--- src/rtl/dnn_argmax_scorer_pkg.sv ---
// +--------------------------------------------------------------------+
// | dnn_pkg : shared constants, score-array type and scorer FSM states |
// | Revision: 1.0                                                      |
// +--------------------------------------------------------------------+
`default_nettype none

package dnn_pkg;

  localparam int N_CLASSES = 10;
  localparam int FIX8_W    = 8;
  localparam int IDX_W     = 4;

  typedef logic [N_CLASSES-1:0][FIX8_W-1:0] score_arr_t;

  typedef enum logic [1:0] {
    IDLE = 2'd0,
    SCAN = 2'd1,
    DONE = 2'd2
  } scorer_state_t;

endpackage

`default_nettype wire

--- src/rtl/dnn_argmax_scorer_sat_counter.sv ---
// +--------------------------------------------------------------------+
// | sat_counter : up-counter with sync clear that sticks at all-ones   |
// | Revision: 1.0                                                      |
// +--------------------------------------------------------------------+
`default_nettype none

module sat_counter #(
  parameter int CNT_WIDTH = 16
) (
  input  logic                 clk,
  input  logic                 rst,
  input  logic                 inc_i,
  input  logic                 clr_i,
  output logic [CNT_WIDTH-1:0] count_o
);

  logic [CNT_WIDTH-1:0] count_q;

  // clear takes priority over a coincident increment
  always_ff @(posedge clk or posedge rst) begin
    if (rst) begin
      count_q <= '0;
    end else if (clr_i) begin
      count_q <= '0;
    end else if (inc_i && (count_q != '1)) begin
      count_q <= count_q + CNT_WIDTH'(1);
    end
  end

  assign count_o = count_q;

endmodule

`default_nettype wire

--- src/rtl/dnn_argmax_scorer.sv ---
// +--------------------------------------------------------------------+
// | dnn_argmax_scorer : sequential argmax over class scores, hit stats |
// | Revision: 1.0                                                      |
// +--------------------------------------------------------------------+
`default_nettype none

module dnn_argmax_scorer
  import dnn_pkg::*;
#(
  parameter int N_CLASSES  = dnn_pkg::N_CLASSES,
  parameter int DATA_WIDTH = dnn_pkg::FIX8_W,
  parameter int CNT_WIDTH  = 16
) (
  input  logic                                 clk,
  input  logic                                 rst,
  input  logic                                 start,
  input  logic [N_CLASSES-1:0][DATA_WIDTH-1:0] scores,
  input  logic [3:0]                           exp_y,
  input  logic                                 clear,
  output logic                                 busy,
  output logic                                 done,
  output logic [3:0]                           pred_idx,
  output logic signed [DATA_WIDTH-1:0]         pred_conf,
  output logic                                 hit,
  output logic [CNT_WIDTH-1:0]                 hit_count,
  output logic [CNT_WIDTH-1:0]                 test_count
);

  scorer_state_t                        state_q, state_d;
  logic [N_CLASSES-1:0][DATA_WIDTH-1:0] scores_q;
  logic [IDX_W-1:0]                     exp_q, scan_q, run_idx_q, run_idx_d, pred_idx_q;
  logic signed [DATA_WIDTH-1:0]         run_max_q, run_max_d, pred_conf_q, cur_score;
  logic                                 hit_q, last, finish, finish_hit;

  always_comb begin
    cur_score  = $signed(scores_q[scan_q]);
    run_max_d  = run_max_q;
    run_idx_d  = run_idx_q;
    // running max starts at 0, so only strictly positive scores can win
    if (cur_score > run_max_q) begin
      run_max_d = cur_score;
      run_idx_d = scan_q + IDX_W'(1);
    end
    last       = (scan_q == IDX_W'(N_CLASSES-1));
    finish     = (state_q == SCAN) && last;
    finish_hit = (run_idx_d == exp_q);

    state_d = state_q;
    case (state_q)
      IDLE:    if (start) state_d = SCAN;
      SCAN:    if (last)  state_d = DONE;
      DONE:    state_d = IDLE;
      default: state_d = IDLE;
    endcase
  end

  always_ff @(posedge clk or posedge rst) begin
    if (rst) begin
      state_q     <= IDLE;
      scores_q    <= '0;
      exp_q       <= '0;
      scan_q      <= '0;
      run_idx_q   <= '0;
      run_max_q   <= '0;
      pred_idx_q  <= '0;
      pred_conf_q <= '0;
      hit_q       <= 1'b0;
    end else begin
      state_q <= state_d;
      if ((state_q == IDLE) && start) begin
        scores_q  <= scores;
        exp_q     <= exp_y;
        scan_q    <= '0;
        run_idx_q <= '0;
        run_max_q <= '0;
      end else if (state_q == SCAN) begin
        scan_q    <= scan_q + IDX_W'(1);
        run_idx_q <= run_idx_d;
        run_max_q <= run_max_d;
        if (finish) begin
          pred_idx_q  <= run_idx_d;
          pred_conf_q <= run_max_d;
          hit_q       <= finish_hit;
        end
      end
    end
  end

  sat_counter #(.CNT_WIDTH(CNT_WIDTH)) u_hit_cnt (
    .clk     (clk),
    .rst     (rst),
    .inc_i   (finish && finish_hit),
    .clr_i   (clear),
    .count_o (hit_count)
  );

  sat_counter #(.CNT_WIDTH(CNT_WIDTH)) u_test_cnt (
    .clk     (clk),
    .rst     (rst),
    .inc_i   (finish),
    .clr_i   (clear),
    .count_o (test_count)
  );

  assign busy      = (state_q != IDLE);
  assign done      = (state_q == DONE);
  assign pred_idx  = pred_idx_q;
  assign pred_conf = pred_conf_q;
  assign hit       = hit_q;

endmodule

`default_nettype wire

--- config.mk ---
export PLATFORM = sky130hd
export DESIGN_NAME = dnn_argmax_scorer
export DESIGN_NICKNAME = d
export VERILOG_FILES = /design/src/rtl/dnn_argmax_scorer_pkg.sv /design/src/rtl/dnn_argmax_scorer_sat_counter.sv /design/src/rtl/dnn_argmax_scorer.sv
export SDC_FILE = /design/constraint.sdc
export NUM_CORES = 1
export LEC_CHECK = 0
export ABC_AREA = 0
export CORE_AREA = 2 2 148 92
export DETAILED_ROUTE_END_ITERATION = 12
export DIE_AREA = 0 0 150 94
export GPL_TIMING_DRIVEN = 0
export PLACE_DENSITY = 0.85
export SETUP_SLACK_MARGIN = 0.2
export SYNTH_ARGS = -nofsm -noshare
export SYNTH_HDL_FRONTEND = slang
export SYNTH_SLANG_ARGS = --single-unit
--- constraint.sdc ---
create_clock -name clk -period 7.24 [get_ports clk]
set_input_delay 1.448 -clock clk [delete_from_list [all_inputs] [get_ports clk]]
set_output_delay 1.448 -clock clk [all_outputs]
set_load 0.03 [all_outputs]
==> impl_metrics.py <==
metrics = {
    "sta": {
        "layout_setup_ws_ps": 2560,
        "rsz0062_at_grt": "no",
        "fmax_mhz": 214,
        "period_minus_slack_ps": 4680,
        "slew_violations": 0,
        "hold_violations": 0,
        "period_share_pct": 64.7,
        "setup_tns_ps": 0,
        "holdWs_ps": 474,
        "clock_skew_ps": 8.73,
        "tightest_slew_ps": 737,
        "slew_headroom_pct": 50.9,
        "setup_viol_count_final": 0,
    },
    "pwr": {
        "power_density_nw_per_um2": 439,
        "p_total_mw": 4.09,
        "p_leak_nw": 4.32,
        "ir_worst_vdd_uv": 262,
    },
    "global_route": {
        "grt_usage_pct": 29.0,
        "grt_max_degree": 81,
        "overflow": 0,
        "grt_pass1_wl_um": 31200,
        "antenna_found_initial": 0,
        "grt_pass1_vias": 6086,
    },
    "route": {
        "vias_per_cell": 5.62,
        "drtPass1Iterations": 5,
        "ant_nets": 0,
        "route.detailed.drc": 0,
        "wl_per_cell_um": 17.3,
        "dr_total_vias": 6212,
        "drtIter0Drc": 508,
        "routed_wl_um": 19100,
    },
    "floorplan": {
        "boundaryPins": 135,
        "coreArea_um2": 12700,
        "die_h_um": 94,
        "rows": 32,
        "start_util_pct": 56.4,
        "fp.dieW_um": 150,
        "die_area_um2": 14100,
    },
    "critical_path": {
        "cp_data_arrival_time_ps": 5020,
        "r2r-start": "scan_q[1]$_DFFE_PP0P_",
        "cp-end-kind": "register",
        "cp-startpoint": "scan_q[1]$_DFFE_PP0P_",
        "reg2reg_slack_ps": 2560,
        "path_cells": "clkbuf_1 > clkbuf_1 > mux4_2 > nand2_1 > o21ai_0 > ha_1 > nand4_1 > o221a_2 > or4_1 > o211ai_2 > nand3_2 > or4_1 > a21oi_1",
        "setup.worst_path.start_class": "register",
        "slowest_delay_ps": 580,
        "crit_type": "reg2reg",
        "crit_end": "u_hit_cnt.count_o[9]$_DFFE_PP0P_",
        "reg2reg_to": "u_hit_cnt.count_o[9]$_DFFE_PP0P_",
        "path_max_fanout": 10,
        "slowest_stage": "clkbuf_1",
        "cp.required_ps": 7570,
        "rr_worst_depth": 13,
    },
    "clock_tree": {
        "hold_buffers": 0,
        "postCtsSetupBuffers": 0,
        "clockBufferDepth": 2,
        "cts_tree": "done",
        "clock_latency_ps": 420,
        "h-tree-depth": 4,
        "clk_pin_slew_ps": 60,
        "cts_buffers": 17,
        "cts-root-buf": "clkbuf_16",
        "cts_resized": 0,
        "numClockSinks": 147,
    },
    "final_layout": {
        "drive_above_1_share_pct": 8.01,
        "area_delta_synth_final_pct": 30.5,
        "stdcell_count": 1106,
        "final_util_pct": 73.6,
        "final_common_cell": "nand2_1",
        "layout_common_cells": "293 x nand2_1, 147 x dfrtp_1, 133 x clkdlybuf4s50_1",
        "postLayoutCellArea_um2": 9310,
        "antenna_cells": 0,
        "finalNetCount": 1025,
    },
    "logic_synthesis": {
        "yosys.area.top_type": "dfrtp_1",
        "synthTopCellsByArea": "dfrtp_1 52%, nand2_1 15%, mux4_2 5.1%",
        "ys_warn_count": 0,
        "synth_edf_count": 0,
        "synth_ff_type": "dfrtp_1",
        "synth.cell_area_um2": 7130,
        "ys_types": 55,
        "synth-seq-area-share_pct": 51.6,
        "avgSynthCellArea_um2": 9.24,
        "async_flop_share_pct": 100,
        "synth_nets": 872,
        "ys_seq_elements": 147,
        "synth_top_area_share_pct": 51.6,
        "synth_cells": 772,
    },
    "place": {
        "dpl_cell_area_um2": 8710,
        "pre_cts_ws_ps": 2710,
        "gp_congestion": 0.878,
        "io_buffers": 133,
        "placed_cells": 1076,
        "place_hpwl_um": 13300,
    },
    "hold_path": {
        "hold_path.startpoint": "scores_q[19]$_DFFE_PP0P_",
        "hp-class": "reg2reg",
    },
    "flow_run": {
        "max-cap-violations": 0,
    },
    "run_status": {
        "status": "completed",
    },
}
power by group:
part	switching (mW)	internal (mW)	total, mW
registers	0.198	1.12	1.32
logic	1.11	0.755	1.87
clock network	0.335	0.566	0.902
synthesized netlist by cell type (3+ instances only):
cell / number
xor2_1: 12
clkbuf_1: 31
nand2_1: 293
a21oi_1: 14
buf_2: 3
nand3_1: 21
ha_1: 12
nand3_2: 3
and3_1: 7
mux2_2: 8
dfrtp_1: 147
a22oi_1: 8
o21ai_0: 41
nor2_1: 32
mux2i_1: 10
buf_1: 4
inv_1: 19
xnor2_1: 8
or4_1: 3
a31o_2: 4
nand4_1: 11
mux2_1: 3
nor2b_1: 14
nand2b_1: 3
or3_1: 3
mux4_2: 16
and4_1: 3
and2_1: 6
worst min path at each step:
stage / end / depth (start not counted)
4_1_cts: scores_q[24]$_DFFE_PP0P_ / 2
5_1_grt: scores_q[24]$_DFFE_PP0P_ / 2
3_5_place_dp: scores_q[24]$_DFFE_PP0P_ / 2
2_1_floorplan: scores_q[72]$_DFFE_PP0P_ / 2
6_report: scores_q[19]$_DFFE_PP0P_ / 2
3_3_place_gp: scores_q[19]$_DFFE_PP0P_ / 2
per-layer routing:
layer | GRT usage, % | wire length (um) | up-vias
li1 | - | - | 2881
met1 | 43.4 | 8770 | 3033
met2 | 43.8 | 8480 | 277
met3 | 5.73 | 1610 | 21
met4 | 7.00 | 220 | 0
met5 | 0 | 0 | -
state kept, by name, summed over array words and instances (netlist names):
| signal | count |
|---|---|
| run_idx_q | 4 |
| hit | 1 |
| scan_q | 4 |
| exp_q | 4 |
| u_hit_cnt.count_o | 16 |
| u_test_cnt.count_o | 16 |
| pred_conf | 8 |
| pred_idx | 4 |
| run_max_q | 8 |
| scores_q | 80 |
| state_q | 2 |
area by class of cell:
type / instances / area (um^2)
flip-flops and latches: 147 / 3680
clock buffers: 22 / 474
fillers: 948 / 3340
well taps: 170 / 213
inverters: 21 / 83.8
repair buffers: 134 / 1360
multi-input cells: 565 / 3220
clock inverters: 8 / 128
plain buffers: 39 / 158
worst max-delay path, delay by kind of cell, from the launching register on:
family                   cells  cell delay (ps)
AO/OA/AOI/OAI                4              810
adder cells (fa/ha/maj)      1              440
buffers and inverters        2             1110
flip-flops                   1              370
multiplexers                 1              440
AND/OR/NAND/NOR              5             1410
logic make-up after synthesis:
family / synth area share [%]
AND/OR/NAND/NOR: 24.3
flip-flops: 51.6
AO/OA/AOI/OAI: 7.68
buffers and inverters: 3.31
multiplexers: 8.61
XOR/XNOR: 2.46
adder cells (fa/ha/maj): 2.10
(Power assumes the default switching activity.)
